File: src/rtl/dsp_pkg.sv
// rtl/dsp_pkg.sv - shared widths, stage modes and overflow helpers for the MAC pipeline
package dsp_pkg;

    localparam int DEF_A_WIDTH   = 18;
    localparam int DEF_B_WIDTH   = 18;
    localparam int DEF_ACC_WIDTH = 48;

    typedef enum logic {
        REG_BYPASS  = 1'b0,
        REG_ENABLED = 1'b1
    } reg_mode_e;

    typedef enum logic [1:0] {
        SAT_NONE = 2'd0,
        SAT_MAX  = 2'd1,
        SAT_MIN  = 2'd2
    } sat_kind_e;

    // top3 holds bits [W+1:W-1] of a sum computed two guard bits wider than
    // the accumulator; signed results fit only when those bits agree, unsigned
    // results fit only when both guard bits are clear.
    function automatic logic acc_overflow(input logic is_signed, input logic [2:0] top3);
        if (is_signed) begin
            return !((top3 == 3'b000) || (top3 == 3'b111));
        end
        return (top3[2:1] != 2'b00);
    endfunction

    // A negative out-of-range result clamps low (0 when unsigned), otherwise high.
    function automatic sat_kind_e sat_kind(input logic is_signed, input logic [2:0] top3);
        if (!acc_overflow(is_signed, top3)) begin
            return SAT_NONE;
        end
        return top3[2] ? SAT_MIN : SAT_MAX;
    endfunction

endpackage

File: src/rtl/dsp_pipe_reg.sv
// rtl/dsp_pipe_reg.sv - optional data+valid pipeline register that collapses to a wire
module dsp_pipe_reg
    import dsp_pkg::*;
#(
    parameter int        WIDTH = 8,
    parameter reg_mode_e MODE  = REG_ENABLED
) (
    input  logic             clk,
    input  logic             rst,
    input  logic             ce,
    input  logic [WIDTH-1:0] d,
    input  logic             valid_d,
    output logic [WIDTH-1:0] q,
    output logic             valid_q
);

    generate
        if (MODE == REG_ENABLED) begin : g_reg
            // Data and its valid bit advance together on every enabled edge
            always_ff @(posedge clk or posedge rst) begin
                if (rst) begin
                    q       <= '0;
                    valid_q <= 1'b0;
                end else if (ce) begin
                    q       <= d;
                    valid_q <= valid_d;
                end
            end
        end else begin : g_wire
            logic unused_ctrl;
            assign unused_ctrl = ^{clk, rst, ce};
            assign q           = d;
            assign valid_q     = valid_d;
        end
    endgenerate

endmodule

File: src/rtl/dsp_mac_pipe.sv
// rtl/dsp_mac_pipe.sv - pipelined multiply-accumulate with wrap/saturate and sticky overflow
module dsp_mac_pipe
    import dsp_pkg::*;
#(
    parameter int A_WIDTH   = DEF_A_WIDTH,
    parameter int B_WIDTH   = DEF_B_WIDTH,
    parameter int ACC_WIDTH = DEF_ACC_WIDTH,
    parameter int REG_IN    = 1,
    parameter int REG_PIPE  = 1,
    parameter int REG_OUT   = 0,
    parameter int SIGNED    = 1,
    parameter int SAT       = 0
) (
    input  logic                 clk,
    input  logic                 rst,
    input  logic                 ce,
    input  logic [A_WIDTH-1:0]   a,
    input  logic [B_WIDTH-1:0]   b,
    input  logic                 valid_in,
    input  logic                 load,
    input  logic                 addsub,
    output logic [ACC_WIDTH-1:0] p,
    output logic                 valid_out,
    output logic                 ovf
);

    localparam int   PW        = A_WIDTH + B_WIDTH;
    localparam int   XW        = ACC_WIDTH + 2;
    localparam int   IW        = PW + 2;
    localparam logic IS_SIGNED = (SIGNED != 0);
    localparam logic DO_SAT    = (SAT != 0);

    logic [IW-1:0]        in_q;
    logic                 s1_valid, s1_load, s1_addsub;
    logic [A_WIDTH-1:0]   s1_a;
    logic [B_WIDTH-1:0]   s1_b;
    logic [PW-1:0]        a_ext, b_ext, prod;
    logic [PW+1:0]        pipe_q;
    logic                 s2_valid, s2_load, s2_addsub;
    logic [PW-1:0]        s2_prod;
    logic [ACC_WIDTH-1:0] acc_q, acc_d;
    logic                 ovf_q, ovf_d, acc_valid_q;
    logic [XW-1:0]        prod_x, base_x, sum_x;
    logic [2:0]           sum_top;

    dsp_pipe_reg #(
        .WIDTH (IW),
        .MODE  ((REG_IN != 0) ? REG_ENABLED : REG_BYPASS)
    ) u_in_reg (
        .clk     (clk),
        .rst     (rst),
        .ce      (ce),
        .d       ({load, addsub, a, b}),
        .valid_d (valid_in),
        .q       (in_q),
        .valid_q (s1_valid)
    );

    assign {s1_load, s1_addsub, s1_a, s1_b} = in_q;

    // Both operands are extended to the full product width first, so a single
    // modular multiply yields the exact signed or unsigned product.
    assign a_ext = {{B_WIDTH{IS_SIGNED & s1_a[A_WIDTH-1]}}, s1_a};
    assign b_ext = {{A_WIDTH{IS_SIGNED & s1_b[B_WIDTH-1]}}, s1_b};
    assign prod  = a_ext * b_ext;

    dsp_pipe_reg #(
        .WIDTH (PW + 2),
        .MODE  ((REG_PIPE != 0) ? REG_ENABLED : REG_BYPASS)
    ) u_pipe_reg (
        .clk     (clk),
        .rst     (rst),
        .ce      (ce),
        .d       ({s1_load, s1_addsub, prod}),
        .valid_d (s1_valid),
        .q       (pipe_q),
        .valid_q (s2_valid)
    );

    assign {s2_load, s2_addsub, s2_prod} = pipe_q;

    // Next accumulator value: load starts from zero and drops the old sticky flag
    always_comb begin
        prod_x  = {{(XW - PW){IS_SIGNED & s2_prod[PW-1]}}, s2_prod};
        base_x  = s2_load ? '0 : {{2{IS_SIGNED & acc_q[ACC_WIDTH-1]}}, acc_q};
        sum_x   = s2_addsub ? (base_x - prod_x) : (base_x + prod_x);
        sum_top = sum_x[XW-1:XW-3];
        acc_d   = sum_x[ACC_WIDTH-1:0];
        if (DO_SAT) begin
            case (sat_kind(IS_SIGNED, sum_top))
                SAT_MAX: acc_d = IS_SIGNED ? {1'b0, {(ACC_WIDTH-1){1'b1}}} : {ACC_WIDTH{1'b1}};
                SAT_MIN: acc_d = IS_SIGNED ? {1'b1, {(ACC_WIDTH-1){1'b0}}} : {ACC_WIDTH{1'b0}};
                default: acc_d = sum_x[ACC_WIDTH-1:0];
            endcase
        end
        ovf_d = (s2_load ? 1'b0 : ovf_q) | acc_overflow(IS_SIGNED, sum_top);
    end

    // Accumulator stage is always registered; only valid slots change acc and ovf
    always_ff @(posedge clk or posedge rst) begin
        if (rst) begin
            acc_q       <= '0;
            ovf_q       <= 1'b0;
            acc_valid_q <= 1'b0;
        end else if (ce) begin
            acc_valid_q <= s2_valid;
            if (s2_valid) begin
                acc_q <= acc_d;
                ovf_q <= ovf_d;
            end
        end
    end

    dsp_pipe_reg #(
        .WIDTH (ACC_WIDTH + 1),
        .MODE  ((REG_OUT != 0) ? REG_ENABLED : REG_BYPASS)
    ) u_out_reg (
        .clk     (clk),
        .rst     (rst),
        .ce      (ce),
        .d       ({ovf_q, acc_q}),
        .valid_d (acc_valid_q),
        .q       ({ovf, p}),
        .valid_q (valid_out)
    );

endmodule

File: config.mk
export PLATFORM = sky130hd
export DESIGN_NAME = dsp_mac_pipe
export DESIGN_NICKNAME = d
export VERILOG_FILES = /design/src/rtl/dsp_pkg.sv /design/src/rtl/dsp_pipe_reg.sv /design/src/rtl/dsp_mac_pipe.sv
export SDC_FILE = /design/constraint.sdc
export NUM_CORES = 1
export LEC_CHECK = 0
export ABC_AREA = 0
export BUFFER_PORTS_ARGS = -buffer_cell sky130_fd_sc_hd__clkbuf_2
export CORE_MARGIN = 3
export CORE_UTILIZATION = 39
export DETAILED_ROUTE_END_ITERATION = 8
export PLACE_DENSITY = 0.59
export SLEW_MARGIN = 15
export SYNTH_ARGS = -nofsm -noshare
export SYNTH_HDL_FRONTEND = slang
export SYNTH_SLANG_ARGS = --single-unit
File: constraint.sdc
create_clock -name clk -period 7.3 [get_ports clk]
set_clock_uncertainty 0.15 [all_clocks]
set_input_delay 1.46 -clock clk [delete_from_list [all_inputs] [get_ports clk]]
set_output_delay 1.46 -clock clk [all_outputs]
set_load 0.01 [all_outputs]
-- Yosys cells after proc, flatten, opt, wreduce, memory -nomap -nowiden
Cells that the tools add are included.
- register bits after elaboration: 128
- latch bits: 0
- bits in writable memories: 0
- ROM bits: 0
- input port bits: 42
- output and inout bits: 50
- memories kept: 0
- add/subtract/negate cells: 2
- multipliers: 1
- div/mod/pow operators: 0
- order comparisons: 0
- equality and inequality tests: 1
- shifts and indexed selects: 0
- mux-type cells: 3
- bitwise gates (word level): 1
- reduce and logical (&&, ||, !) cells: 4
- operators with widths (kind ; count):
    50-bit two-way mux ; 2
    50-bit adder ; 1
    50-bit subtractor ; 1
    18-bit by 18-bit multiplier with 36-bit output ; 1
    3-bit equality test (second input constant) ; 1
    3-bit zero test ; 1
    2-bit AND reduction ; 1
    1-bit zero test ; 1
    1-bit logical OR ; 1
    1-bit two-way mux ; 1
    1-bit OR ; 1

-- Depth between registers and ports, before layout
Gate-level depths: netlist (run 1).
- depth after elaboration: 7
- gate-level depth with buffers: 28
- depth with buffers taken out: 26

-- Cells and area by module
From an unflattened synthesis (run 1), not the netlist that was laid out.
- cell total of the unflattened synthesis: 2267
- area total of the unflattened synthesis: 20942.6 µm²
- by module, submodules not included (module ; instances ; cells an instance ; area each (µm²) ; sequential area each (µm²)):
    dsp_mac_pipe ; 1 ; 2051 ; 17571.9 ; 1251.2
    dsp_pipe_reg (u_in_reg ...) ; 2 ; 83 ; 1497.7 ; 975.9
    dsp_pipe_reg (u_out_reg) ; 1 ; 50 ; 375.4 ; 0.0

-- Worst setup path after synthesis (run 1)
Ideal clock, no wire load.
- path kind: register -> register
- from: reg u_in_reg.q[35]
- to: reg u_pipe_reg.q[34]
- arrival: 6.343 ns
- path slack: 0.682 ns
- stages on the path, launching flop included: 28
- clock period less this slack: 6.618 ns
- cells stage by stage: dfrtp_1 > clkbuf_1 > clkbuf_1 > nand2_1 > inv_1 > fa_1 > inv_1 > fa_1 > inv_1 > ha_1 > inv_1 > fa_1 > inv_1 > fa_1 > inv_1 > fa_1 > inv_1 > ha_1 > and3_1 > and2_1 > a221o_1 > nand3_1 > a31oi_1 > nor3_1 > o21bai_1 > a21oi_1 > xnor2_1 > mux2_2
- cells in the longest elaborated chain, start to end: 1
- ends and longest elaborated chain (element ; RTL line ; source):
    start: declaration ; dsp_pipe_reg.sv:13 ; output logic [WIDTH-1:0] q,
    start signal: assignment ; dsp_pipe_reg.sv:22 ; q <= '0;
    start signal: assignment ; dsp_pipe_reg.sv:25 ; q <= d;
    18-bit by 18-bit multiplier with 36-bit output ; dsp_mac_pipe.sv:65 ; assign prod = a_ext * b_ext;
    end signal: assignment ; dsp_pipe_reg.sv:22 ;
    end signal: assignment ; dsp_pipe_reg.sv:25 ;
    end: declaration ; dsp_pipe_reg.sv:13 ;
No other way between the ends.
A chain may end at the register's enable or synchronous reset.

-- Final worst setup path (run 1)
- from: reg u_in_reg.q[12]
- to: reg u_pipe_reg.q[34]
Same word-level chain as after synthesis.

==> metrics.cfg, run 1 <==
[status]
status=finished, final reports clean

[floorplanning]
die_h_um=235
die_width_um=235
pin_count=92
num_rows=83
dieArea_sq_um=55300
coreArea_sq_um=51600
start_util=0.397

[clock_tree]
cts_buffers=17
post_cts_buffers=0
htree_levels=4
clk_path_buf_depth=2
clk_latency_ps=460
cts.sinks=128
cts-root-buf=clkbuf_16
cts_tree=built
clk_pin_slew_ps=60

[sta]
min_period_ps=6910
hold_violations=0
rsz0062_at_grt=false
slew_headroom=0.349
max_freq_mhz=145
setup_viol=0
min_period_over_period=0.947
final.setup.tns_ps=0
slew_violations=0
worst_slew_pin_slew_ps=977

[critical_path]
crit_type=reg2reg
crit_fanout=19
timing.reg2reg.setup_slack_ps=390
worstReg2RegStart=u_in_reg.q[12]
cp.arrival_ps=7100
r2r-end=u_pipe_reg.q[34]
rr_worst_depth=22
start_kind=flip-flop
end_kind=flip-flop
worstPathRequired_ps=7490

[routing]
wl_per_cell_um=16.6
drc_errors=0
wirelength_um=49800
dr.pass1.iters=5
vias_per_cell=5.01
drtAntennaViolNets=0
initialDrtViolationCount=709
vias=15100

[final_layout]
multi_input_area_sq_um=15300
nets=2829
layout-drive-gt1-share=0.104
fillCellCount=5057
seqCellArea_sq_um=3210
syn_to_final_growth_pct=8.70
final_cell_mix=inv_1 (434), fa_1 (330), nand2_1 (262)
layout_commonest_cell=inv_1

[synth]
synthCells=2274
syn_area_sq_um=20500
synth-seq-area-share=0.156
synth_area_leaders=fa_1 (32%), dfrtp_1 (16%), ha_1 (8.7%)
synth-seq-cells=128
post-synth-top-area-cell=fa_1
synth_top_area_frac=0.322
synth_edf_count=0
syn_nets=2789
async_reset_ff_frac=1.00
yosysUniqueCellTypes=60
syn-mean-instance-area_sq_um=9.01
yosysWarningCount=0
synth_ff_type=dfrtp_1

[grt]
overflow=0
grt_max_degree=98
grt_use_total=0.188
antenna_found_initial=2
grt_pass1_vias=16300
grt_pass1_wl_um=85200

[hold_path]
worstHoldStart=u_in_reg.q[37]
holdPathEnd=u_pipe_reg.q[37]
hold_class=reg2reg
hold_depth=2

[placement]
dp_hpwl_um=40800
io_buffer_count=91
gp_congestion=0.870

[flow_run]
drv_cap=0

-- cells by family (layout without fill, tap and decap cells) --
logic type	after synthesis	in the layout	share of synthesized area
multiplexers	72	72	0.0396
other	0	3	0
AND/OR/NAND/NOR	635	635	0.155
buffers and inverters	537	590	0.0983
AO/OA/AOI/OAI	317	317	0.0935
XOR/XNOR	112	112	0.0482
adder cells (fa/ha/maj)	473	473	0.410
flip-flops	128	128	0.156
-- repair_timing --
action	CTS	global route
gates resized for setup	0	9
setup endpoints to repair	0	4
hold buffers	0	0
-- layer usage --
metal,vias to the layer above,track usage,routed length [um]
li1,7153,-,-
met5,-,0,23
met1,7563,0.260,23300
met4,4,0.0363,616
met3,49,0.0348,2350
met2,304,0.311,23600
-- worst max-delay path, stage by stage, from the launching register on --
cell and delay [ps]:
dfrtp_1 810, nand2_1 180, fa_1 580, inv_1 60, fa_1 550, fa_1 440
fa_1 490, fa_1 490, inv_1 50, fa_1 500, inv_1 50, ha_1 370
nand3_1 140, nor2_1 280, nand3_1 120, o211ai_1 360, o311ai_1 180, a31oi_1 300
nor3_1 100, o21bai_1 140, a21oi_1 90, xnor2_1 120, mux2_2 250
-- cell usage after synthesis, types with 8 or more instances --
cell type	n
o21a_1	8
a21o_1	32
o21bai_1	12
xor2_1	27
o21ai_1	34
fa_1	330
mux2_2	62
and2_1	160
nand2b_1	15
dfrtp_1	128
nand3_1	19
inv_1	435
a21oi_1	106
o31ai_1	8
xnor2_1	84
nor2b_1	56
mux2i_1	8
nand2_1	263
clkbuf_1	95
o21ai_0	57
nor2_1	69
a211oi_1	8
ha_1	143
a31oi_1	16
nor3_1	18
-- through the flow --
stage | util | instances | worst slack [ps] | hold slack, ps | instance area (sq um)
after global routing | 0.432 | 3007 | 68.6 | 382 | 22300
after floorplan | - | 2274 | 682 | 299 | 20500
after detailed placement | 0.420 | 2975 | 237 | 329 | 21700
after global placement | 0.420 | 2975 | 351 | 312 | 21700
final | 0.432 | 3010 | 387 | 345 | 22300
after CTS | 0.431 | 3007 | 229 | 346 | 22300
-- registers in the layout, indices dropped and copies added (netlist names) --
signal,flops
u_in_reg.q,38
u_pipe_reg.q,38
u_in_reg.valid_q,1
ovf_q,1
acc_valid_q,1
u_pipe_reg.valid_q,1
acc_q,48
-- layout make-up --
cell class | count | share of cell area
multi-input combinational | 1609 | 0.686
tap | 680 | 0.0382
inverter | 435 | 0.0735
sequential | 128 | 0.144
clock inverter | 13 | 0.00573
antenna | 3 | 0.000337
timing repair buffer | 123 | 0.0313
clock buffer | 19 | 0.0203
-- worst max-delay path by stage --
stage                   start          endpoint  cells after the start  slack (ps)
6_report       u_in_reg.q[12]  u_pipe_reg.q[34]                     22         390
5_1_grt         u_in_reg.q[1]  u_pipe_reg.q[34]                     24          70
4_1_cts         u_in_reg.q[3]  u_pipe_reg.q[33]                     21         230
3_5_place_dp    u_in_reg.q[3]  u_pipe_reg.q[33]                     21         240
3_3_place_gp    u_in_reg.q[3]  u_pipe_reg.q[34]                     22         350
2_1_floorplan  u_in_reg.q[35]  u_pipe_reg.q[34]                     27         680
Power of run 1 is left out: the tool's default activity adds up to more than one toggle a clock period on the data nets, which glitch-free logic cannot reach.
==> inputs of run 2 (changes only) <==
--- a/config.mk
+++ b/config.mk
@@ -5,7 +5,7 @@
 export SDC_FILE = /design/constraint.sdc
 export NUM_CORES = 1
 export LEC_CHECK = 0
-export ABC_AREA = 0
+export ABC_AREA = 1
 export BUFFER_PORTS_ARGS = -buffer_cell sky130_fd_sc_hd__clkbuf_2
 export CORE_MARGIN = 3
 export CORE_UTILIZATION = 39
==> metrics.cfg, run 2 <==
[status]
status=finished, final reports clean

[synth]
syn_area_sq_um=22800
synth.most_common_cell=nand2_1
post-synth-top-area-cell=fa_1
syn-mean-instance-area_sq_um=7.09
synth-seq-area-share=0.140
synthCells=3217
synth_area_leaders=fa_1 (29%), nand2_1 (14%), dfrtp_1 (14%)
synth_ff_type=dfrtp_1
async_reset_ff_frac=1.00
synth_top_area_frac=0.290
yosysWarningCount=0
yosysUniqueCellTypes=48
synth-seq-cells=128
syn_nets=3732
synth_edf_count=0
synth_common_cells=nand2_1 (868), inv_1 (805), fa_1 (330), nor2_1 (243), ha_1 (143)

[final_layout]
top_register=acc_q
utilization=0.426
layout-drive-gt1-share=0.0666
top_regs=acc_q (48), u_in_reg.q (38), u_pipe_reg.q (38)
syn_to_final_growth_pct=7.94
layout_commonest_cell=nand2_1
largest_reg_flops=48
final_cell_mix=nand2_1 (867), inv_1 (803), fa_1 (330)
fillCellCount=6208
nets=3761

[clock_tree]
cts_tree=built
cts.sinks=128
htree_levels=4
clk_latency_ps=510
clk_path_buf_depth=2
cts_buffers=17
cts_hold_buf=0
ctsResizeCount=0
post_cts_buffers=0
clk_pin_slew_ps=80
cts-root-buf=clkbuf_16

[critical_path]
timing.reg2reg.setup_slack_ps=760
rr_worst_depth=23
r2r-end=u_pipe_reg.q[33]
crit_fanout=19
worstPathRequired_ps=7530
cp.arrival_ps=6770
worstReg2RegStart=u_in_reg.q[0]
critPathLaunch=u_in_reg.q[0]
end_kind=flip-flop
crit_type=reg2reg
start_kind=flip-flop

[sta]
slew_headroom=0.338
hold_violations=0
slew_violations=0
max_freq_mhz=153
final.setup.tns_ps=0
rsz0062_at_grt=false
setup_viol=0
min_period_over_period=0.895
min_period_ps=6540
worst_slew_pin_slew_ps=993

[floorplanning]
die_width_um=248
dieArea_sq_um=61400
start_util=0.395
pin_count=92
coreArea_sq_um=57800
die_h_um=248
num_rows=88

[routing]
vias_per_cell=4.81
drtAntennaViolNets=0
drc_errors=0
dr.pass1.iters=8
wl_per_cell_um=16.1
initialDrtViolationCount=1128
vias=19400
wirelength_um=64900

[hold_path]
holdPathEnd=u_in_reg.q[36]
hold_depth=2
hold_class=reg2reg
worstHoldStart=u_in_reg.q[36]

[grt]
grt_use_total=0.221
overflow=0
grt_max_degree=68
grt_pass1_wl_um=105000
antenna_found_initial=1
grt_pass1_vias=19800

[placement]
io_buffer_count=91
dp_hpwl_um=53000
gp_congestion=0.934

[flow_run]
drv_cap=0

==> run 2: worst max path at each step <==
stage	to	slack, ps	depth (start not counted)
floorplan	u_pipe_reg.q[29]	1320	24
finish	u_pipe_reg.q[33]	760	23
global placement	u_pipe_reg.q[27]	840	26
global route	u_pipe_reg.q[33]	230	23
CTS	u_pipe_reg.q[27]	720	26
detailed placement	u_pipe_reg.q[33]	790	23
==> run 2: per-layer routing <==
layer  vias to the layer above  GRT usage  share of wire
li1                       9526          -              -
met1                      9227      0.292           0.45
met2                       526      0.374           0.47
met3                        90     0.0298          0.052
met4                         0     0.0695          0.026
met5                         -          0              0
==> run 2: layout make-up <==
type | count | area (sq um) | area share
diodes | 1 | 2.50 | 0.000102
clock buffers | 18 | 439 | 0.0178
clock inverters | 12 | 161 | 0.00656
inverters | 814 | 3060 | 0.124
multi-input cells | 2168 | 16100 | 0.656
flip-flops and latches | 128 | 3200 | 0.130
well taps | 765 | 957 | 0.0389
repair buffers | 117 | 653 | 0.0265
==> run 2: cell families after synthesis <==
| group | share of synthesized area |
|---|---|
| AOI/OAI and AO/OA | 0.0696 |
| xor gates and xnor gates | 0.0300 |
| adders and majority gates | 0.368 |
| buffers and inverters | 0.152 |
| DFF | 0.140 |
| and+or+nand+nor | 0.240 |
==> run 2: critical path, cell delays in order, from the launching register on <==
cell     delay (ps)
dfrtp_1         650
nand2_1         230
inv_1           110
fa_1            580
inv_1           120
fa_1            490
inv_1            60
ha_1            490
inv_1           240
fa_1            520
inv_1            50
fa_1            530
inv_1            50
fa_1            470
inv_1            40
ha_1            330
a21oi_1         220
o21ai_0         150
a21oi_1         190
nor2_1           70
nor4_1          360
nand3_1         120
nand3_1         100
nand2_1          60
==> run 2: stage by stage <==
step	cell area, sq um	hold slack (ps)	cells	setup WS, ps
after floorplan	22800	292	3217	1320
after global routing	24600	362	4022	226
final	24600	320	4023	763
after global placement	24000	306	3992	843
after detailed placement	24000	311	3992	793
after CTS	24600	327	4022	724
Power of run 2 is left out for the same reason.
